<file path="config.mk">
export PLATFORM = sky130hd
export DESIGN_NAME = al_key_entry_flat
export DESIGN_NICKNAME = d
export VERILOG_FILES = /design/src/rtl/al_pkg.sv /design/src/rtl/al_key_entry_if.sv /design/src/rtl/al_bcd_time_check.sv /design/src/rtl/al_key_entry.sv /design/src/flat_wrapper.sv
export SDC_FILE = /design/constraint.sdc
export NUM_CORES = 1
export LEC_CHECK = 0
export ABC_AREA = 1
export BUFFER_PORTS_ARGS = -buffer_cell sky130_fd_sc_hd__clkbuf_2
export CAP_MARGIN = 40
export CORE_ASPECT_RATIO = 0.9
export CORE_MARGIN = 1.5
export CORE_UTILIZATION = 48
export CTS_CLUSTER_DIAMETER = 30
export DETAILED_ROUTE_END_ITERATION = 12
export GPL_TIMING_DRIVEN = 0
export PLACE_DENSITY = 0.71
export SYNTH_ARGS = -nofsm -noshare
export SYNTH_HDL_FRONTEND = slang
export SYNTH_SLANG_ARGS = --single-unit
</file>
<file path="constraint.sdc">
create_clock -name clk -period 2.2 [get_ports clk]
set_clock_uncertainty 0.15 [all_clocks]
set_input_delay 0.33 -clock clk [delete_from_list [all_inputs] [get_ports clk]]
set_output_delay 0.33 -clock clk [all_outputs]
set_load 0.05 [all_outputs]
</file>
<file path="src/rtl/al_pkg.sv">
// Shared alarm-clock definitions: key codes, entry FSM encoding, BCD digit type.
package al_pkg;

  typedef logic [3:0] bcd_digit_t;

  localparam bcd_digit_t KEY_SET_TIME  = 4'hA;
  localparam bcd_digit_t KEY_SET_ALARM = 4'hB;
  localparam bcd_digit_t KEY_CLEAR     = 4'hC;

  typedef enum logic [2:0] {
    ST_IDLE   = 3'd0,
    ST_ENTRY  = 3'd1,
    ST_FULL   = 3'd2,
    ST_LOAD_T = 3'd3,
    ST_LOAD_A = 3'd4
  } state_t;

  // True for the numeric keys 0-9.
  function automatic logic is_digit(bcd_digit_t k);
    return (k <= 4'd9);
  endfunction

endpackage

</file>
<file path="src/rtl/al_key_entry_if.sv">
// Keypad-entry bus: keypad strobes in, entered value and load strobes out.
interface al_key_entry_if;
  import al_pkg::*;

  logic       one_second;
  logic       key_valid;
  bcd_digit_t key;
  logic [15:0] key_buffer;
  logic [2:0] digit_count;
  logic       load_new_time;
  logic       load_new_alarm;
  logic       entry_error;

  // Source of keypad events / sink of the entered value.
  modport master (
    output one_second, key_valid, key,
    input  key_buffer, digit_count, load_new_time, load_new_alarm, entry_error
  );

  // The entry stage itself.
  modport slave (
    input  one_second, key_valid, key,
    output key_buffer, digit_count, load_new_time, load_new_alarm, entry_error
  );
endinterface

</file>
<file path="src/rtl/al_bcd_time_check.sv">
// Combinational check that a 4-digit BCD value {HH,MM} is a legal 24-hour time.
module al_bcd_time_check
  import al_pkg::*;
(
  input  logic [15:0] bcd,
  output logic        valid
);

  bcd_digit_t ms_hour;
  bcd_digit_t ls_hour;
  bcd_digit_t ms_min;
  bcd_digit_t ls_min;

  assign ms_hour = bcd[15:12];
  assign ls_hour = bcd[11:8];
  assign ms_min  = bcd[7:4];
  assign ls_min  = bcd[3:0];

  // Hours 00-23, minutes 00-59.
  always_comb begin
    valid = (ms_hour <= 4'd2) &&
            (ls_hour <= ((ms_hour == 4'd2) ? 4'd3 : 4'd9)) &&
            (ms_min  <= 4'd5) &&
            (ls_min  <= 4'd9);
  end

endmodule

</file>
<file path="src/rtl/al_key_entry.sv">
// Keypad entry stage: gathers four BCD digits, validates HH:MM and issues a
// one-cycle load strobe for the clock counter or alarm register. Partial
// entries are dropped after TIMEOUT_SECS idle seconds.
module al_key_entry
  import al_pkg::*;
#(
  parameter int TIMEOUT_SECS = 10
) (
  input  logic           clk,
  input  logic           reset,
  al_key_entry_if.slave  bus
);

  state_t      state_q, state_n;
  logic [15:0] buf_q, buf_n;
  logic [2:0]  cnt_q, cnt_n;
  logic [7:0]  idle_q, idle_n;
  logic        lt_q, lt_n;
  logic        la_q, la_n;
  logic        err_q, err_n;

  logic        buf_ok;
  logic        key_acc;
  logic        tick_expire;

  al_bcd_time_check u_check (
    .bcd   (buf_q),
    .valid (buf_ok)
  );

  // Codes D-F never count as a keypress, so they leave the idle timer running.
  assign key_acc     = bus.key_valid && (bus.key <= KEY_CLEAR);
  assign tick_expire = (idle_q + 8'd1) == 8'(TIMEOUT_SECS);

  // Next-state and next-output decode; every path into IDLE wipes the entry.
  always_comb begin
    state_n = state_q;
    buf_n   = buf_q;
    cnt_n   = cnt_q;
    idle_n  = idle_q;
    lt_n    = 1'b0;
    la_n    = 1'b0;
    err_n   = 1'b0;

    unique case (state_q)
      ST_IDLE, ST_ENTRY: begin
        if (key_acc) begin
          idle_n = 8'd0;
          if (is_digit(bus.key)) begin
            buf_n   = {buf_q[11:0], bus.key};
            cnt_n   = cnt_q + 3'd1;
            state_n = (cnt_q == 3'd3) ? ST_FULL : ST_ENTRY;
          end else begin
            // SET with fewer than four digits is an error; CLEAR is silent.
            err_n   = (bus.key != KEY_CLEAR);
            state_n = ST_IDLE;
            buf_n   = 16'h0000;
            cnt_n   = 3'd0;
          end
        end else if (state_q == ST_ENTRY && bus.one_second) begin
          if (tick_expire) begin
            state_n = ST_IDLE;
            buf_n   = 16'h0000;
            cnt_n   = 3'd0;
            idle_n  = 8'd0;
          end else begin
            idle_n = idle_q + 8'd1;
          end
        end
      end

      ST_FULL: begin
        if (key_acc) begin
          idle_n = 8'd0;
          if (bus.key == KEY_SET_TIME && buf_ok) begin
            state_n = ST_LOAD_T;
            lt_n    = 1'b1;
          end else if (bus.key == KEY_SET_ALARM && buf_ok) begin
            state_n = ST_LOAD_A;
            la_n    = 1'b1;
          end else if (!is_digit(bus.key)) begin
            // Invalid SET or CLEAR; a fifth digit falls through and is ignored.
            err_n   = (bus.key != KEY_CLEAR);
            state_n = ST_IDLE;
            buf_n   = 16'h0000;
            cnt_n   = 3'd0;
          end
        end else if (bus.one_second) begin
          if (tick_expire) begin
            state_n = ST_IDLE;
            buf_n   = 16'h0000;
            cnt_n   = 3'd0;
            idle_n  = 8'd0;
          end else begin
            idle_n = idle_q + 8'd1;
          end
        end
      end

      ST_LOAD_T, ST_LOAD_A: begin
        // Buffer was held for the strobe cycle; any key here is dropped.
        state_n = ST_IDLE;
        buf_n   = 16'h0000;
        cnt_n   = 3'd0;
        idle_n  = 8'd0;
      end

      default: begin
        state_n = ST_IDLE;
        buf_n   = 16'h0000;
        cnt_n   = 3'd0;
        idle_n  = 8'd0;
      end
    endcase
  end

  // State and registered outputs; reset overrides any entry or load in flight.
  always_ff @(posedge clk) begin
    if (reset) begin
      state_q <= ST_IDLE;
      buf_q   <= 16'h0000;
      cnt_q   <= 3'd0;
      idle_q  <= 8'd0;
      lt_q    <= 1'b0;
      la_q    <= 1'b0;
      err_q   <= 1'b0;
    end else begin
      state_q <= state_n;
      buf_q   <= buf_n;
      cnt_q   <= cnt_n;
      idle_q  <= idle_n;
      lt_q    <= lt_n;
      la_q    <= la_n;
      err_q   <= err_n;
    end
  end

  assign bus.key_buffer     = buf_q;
  assign bus.digit_count    = cnt_q;
  assign bus.load_new_time  = lt_q;
  assign bus.load_new_alarm = la_q;
  assign bus.entry_error    = err_q;

endmodule
</file>
<file path="src/flat_wrapper.sv">
// flat-port wrapper written by rule: the top's interface ports become plain ports
module al_key_entry_flat import al_pkg::*;
#(
  parameter int TIMEOUT_SECS = 10
)
  (clk, reset, bus_one_second, bus_key_valid, bus_key, bus_key_buffer, bus_digit_count, bus_load_new_time, bus_load_new_alarm, bus_entry_error);
  al_key_entry_if bus_i ();
  input  logic clk;
  input  logic reset;
  input wire logic [$bits(bus_i.one_second)-1:0] bus_one_second;
  input wire logic [$bits(bus_i.key_valid)-1:0] bus_key_valid;
  input wire logic [$bits(bus_i.key)-1:0] bus_key;
  output wire logic [$bits(bus_i.key_buffer)-1:0] bus_key_buffer;
  output wire logic [$bits(bus_i.digit_count)-1:0] bus_digit_count;
  output wire logic [$bits(bus_i.load_new_time)-1:0] bus_load_new_time;
  output wire logic [$bits(bus_i.load_new_alarm)-1:0] bus_load_new_alarm;
  output wire logic [$bits(bus_i.entry_error)-1:0] bus_entry_error;
  assign bus_i.one_second = bus_one_second;
  assign bus_i.key_valid = bus_key_valid;
  assign bus_i.key = bus_key;
  assign bus_key_buffer = bus_i.key_buffer;
  assign bus_digit_count = bus_i.digit_count;
  assign bus_load_new_time = bus_i.load_new_time;
  assign bus_load_new_alarm = bus_i.load_new_alarm;
  assign bus_entry_error = bus_i.entry_error;
  al_key_entry #(.TIMEOUT_SECS(TIMEOUT_SECS)) u_core (.clk(clk), .reset(reset), .bus(bus_i));
endmodule
</file>
==> results summary <==
The number of instances in the synthesized netlist is 349. STA classifies the critical path endpoint as a register. The violation count after the first detailed-routing iteration came out at 112.

The net switching fraction of the power came out at 0.3661. sky130_fd_sc_hd__dfxtp_1 takes more of the synthesized area than any other cell. The fraction of registers with async set or reset after synthesis came out at 0.

The critical path data arrival time came out at 2.09 ns. Of the total synthesized cell area, the portion taken by XOR and XNOR cells is 0.003844. The total of flip-flops plus latches after synthesis is 33. The peak clock frequency supported by timing is 478.2 MHz. The commonest cells after synthesis are sky130_fd_sc_hd__nand2_1 (127), sky130_fd_sc_hd__inv_1 (44), sky130_fd_sc_hd__dfxtp_1 (33), sky130_fd_sc_hd__nor2_1 (30), sky130_fd_sc_hd__a21oi_1 (20).

The depth of the CTS H-tree is 2. The total negative slack for setup checks is 0 ns. The largest family of logic cells by synthesized area is simple AND/OR/NAND/NOR gates. The final worst-path cycle share is 0.9505. The initial antenna violation count came to 0.

The run finished with clean final reports. The total track usage came out at 0.2270. The final hold violation count was 0. The wire length per cell after detailed routing came out at 11.90 um.

The share of cell area taken by muxes after synthesis is 0. In this run the static leakage power is 1.192 nW. The number of max-slew violations in the final report came out at 0. The first detailed-routing pass ran for 4 iterations. Cell internal power was estimated by the tool at 1.011 mW. The routability congestion estimate came out at 0.8396.

Setup repair after global routing left no endpoint under its margin. The number of enable-type register cells in the synthesized netlist is 0. By instance count, the leading cell after synthesis is sky130_fd_sc_hd__nand2_1. The antenna cell count came out at 0. The max-capacitance violation count is 0. The row count is 23. The worst hold path belongs to the class primary input to register. The routed wire length came out at 5.381 mm. The register area came out at 679.4 sq um. The largest net degree at the start of global routing came out at 20. The number of clock buffers inserted by TritonCTS is 5. After detailed routing, the number of remaining DRC violations is 0. The total area of multi-input combinational cells came out at 0.001376 sq mm. The per-instance average area after synthesis is 6.528 sq um. In the routed layout, each cell is associated on average with a via count of 4.854. After synthesis, the cell types taking the most area are sky130_fd_sc_hd__dfxtp_1 (29%), sky130_fd_sc_hd__nand2_1 (21%), sky130_fd_sc_hd__inv_1 (7.2%), sky130_fd_sc_hd__nor2_1 (4.9%), sky130_fd_sc_hd__a21oi_1 (4.4%). The distinct cell type count of the synthesized netlist is 32. The worst endpoint required time came out at 2.20 ns. Of the total power, the clock network draws 0.276.

Across all layers, the routed design uses 2194 vias. The simple-gate area share of the yosys netlist is 0.4470. The area share of the leading cell type in the synthesized netlist is 0.2900.

Summing all non-filler instances in the final layout gives an area of 0.002671 sq mm. The root cell of the clock tree is sky130_fd_sc_hd__clkbuf_8. Yosys printed 0 warnings. The critical path startpoint category is a register. The worst setup path is of the register to register kind. The floorplan step set the die height to 68.36 um. The register share of total power is 0.399. The die area is 0.005170 sq mm. The layout net count came out at 403. The adder and majority gate portion of the synthesized area came out at 0.03295. Fill cells in the final layout number 431. The number of clock sinks came out at 33. The post-synthesis sequential area ratio is 0.2900. The number of top-level pins came out at 30. The detail route stage leaves a number of antenna-violating nets equal to 0. The synthesized-area fraction occupied by ao, oa, aoi and oai cells came out at 0.1049.

VDD sags by at most 439.8 uV. The power density of the placed cells came out at 597.2 mW/mm^2. Buffers inserted to repair hold after CTS numbered 0. After clock tree synthesis, the clock-pin slew on the worst setup and hold paths is 0.07 ns. The global-route wire length before repair is 8.811 mm. The starting density of the core is 0.5043. The main flop type after synthesis is sky130_fd_sc_hd__dfxtp_1. The total congestion overflow came out at 0. The power spent charging and discharging nets is 584.1 uW. The quantity of I/O buffers inserted on ports came out at 28. The slew at the pin closest to its max-slew limit is 0.6974 ns.

The part of the total power dissipated in combinational logic is 0.325. The final setup violation count is 0. The number of nets in the synthesized netlist is 363. Detailed placement ended at an HPWL of 4.033 mm. Headroom to the max-slew limit came out at 0.5351. The standard cell core area came out at 0.004518 sq mm. The worst-case clock buffer depth is 2. The area added between synthesis and finish is 17.24%. The synthesized netlist occupies a cell area of 0.002278 sq mm. In the final layout, the share of cells above drive strength 1 is 0.2615.

Measured along the x axis, the die boundary spans 75.63 um. The via count of the first global-routing pass is 1914. The clock period could shrink to 2.091 ns. At the later pin of the worst-skew pair, clock insertion delay measures 0.29 ns.

The placed instance area came out at 0.002515 sq mm. The biggest fanout along the worst timing path came out at 6. TritonCTS built the clock tree.
-- cells in the final DEF (no fill, tap or decap), drive strengths merged --
cell / count
a21boi: 1
buf: 11
nand2: 144
nor4: 1
or2: 1
clkbuf: 38
inv: 49
nand4: 6
nor3: 6
nand3b: 3
clkinv: 3
a21oi: 31
o21ai: 7
xor2: 1
nor2: 34
nand3: 15
ha: 6
dfxtp: 33
-- sequential cells by signal, summed over array words and instances (netlist names) --
register / flops
u_core.bus.key_buffer: 16
u_core.bus.entry_error: 1
u_core.idle_q: 8
u_core.bus.digit_count: 3
u_core.state_q: 3
u_core.bus.load_new_time: 1
u_core.bus.load_new_alarm: 1
-- power groups by stage --
| stage | clock network, mW | logic, mW | registers (mW) |
|---|---|---|---|
| CTS | 0.460 | 0.468 | 0.636 |
| global route | 0.480 | 0.555 | 0.641 |
| global placement | 0 | 0.490 | 0.649 |
| finish | 0.440 | 0.519 | 0.637 |
| detailed placement | 0 | 0.495 | 0.650 |
| floorplan | 0 | 0.373 | 0.674 |
-- timing repair --
item,CTS,global route
endpoints found under the setup margin,19,22
resized for setup,4,10
pin swaps,3,4
gates cloned,0,1
setup buffers,3,2
-- area by class of cell --
class	count	area share
multi-input cells	256	0.5152
inverters	49	0.07073
clock inverters	3	0.004684
plain buffers	10	0.02623
flip-flops and latches	33	0.2543
clock buffers	5	0.02576
repair buffers	34	0.07400
well taps	62	0.02904
-- worst paths after layout --
path	start	slack, ns	cells past startpoint	to
setup / recovery	u_core.bus.key_buffer[15]	0.11	12	u_core.bus.key_buffer[10]
hold / removal	bus_key[0]	0.18	3	u_core.bus.load_new_alarm
setup reg to reg	u_core.bus.key_buffer[15]	0.11	12	u_core.bus.key_buffer[10]
hold reg to reg	u_core.idle_q[7]	0.33	2	u_core.idle_q[7]
-- worst max-delay path: stages, from the launching register on --
cell                      delay (ns)
sky130_fd_sc_hd__dfxtp_4        0.36
sky130_fd_sc_hd__nor2_4         0.11
sky130_fd_sc_hd__nand3_2        0.08
sky130_fd_sc_hd__inv_1          0.06
sky130_fd_sc_hd__ha_1           0.23
sky130_fd_sc_hd__or2_4          0.25
sky130_fd_sc_hd__nand2_4        0.10
sky130_fd_sc_hd__nand4_4        0.14
sky130_fd_sc_hd__nand2_8        0.12
sky130_fd_sc_hd__nor2_8         0.06
sky130_fd_sc_hd__buf_4          0.16
sky130_fd_sc_hd__nand2_1        0.08
sky130_fd_sc_hd__a21oi_2        0.05
-- per-layer routing --
| layer | GRT usage | up-vias | routed length [um] |
|---|---|---|---|
| met3 | 0.05155 | 6 | 214 |
| met5 | 0 | - | 0 |
| met4 | 0.07589 | 0 | 71 |
| li1 | - | 1159 | - |
| met2 | 0.3421 | 44 | 2302 |
| met1 | 0.3182 | 985 | 2793 |
-- per-stage QoR --
| step | util | instances | hold WS, ns | power (mW) | setup WS [ns] |
|---|---|---|---|---|---|
| 2_1_floorplan | - | 349 | 0.3014 | 1.047 | 0.01811 |
| 3_3_place_gp | 0.5566 | 439 | 0.3148 | 1.138 | -0.1323 |
| 3_5_place_dp | 0.5566 | 439 | 0.3211 | 1.144 | -0.1994 |
| 4_1_cts | 0.5791 | 449 | 0.1770 | 1.565 | 0.03663 |
| 5_1_grt | 0.5912 | 452 | 0.1926 | 1.676 | 0.002127 |
| 6_report | 0.5912 | 452 | 0.1760 | 1.595 | 0.1090 |
-- kinds of logic after synthesis --
logic type | Yosys count
buffers and inverters | 60
AO/OA/AOI/OAI | 39
XOR/XNOR | 1
adder cells (fa/ha/maj) | 6
flip-flops | 33
AND/OR/NAND/NOR | 210
Power figures use the tool's default switching activity.
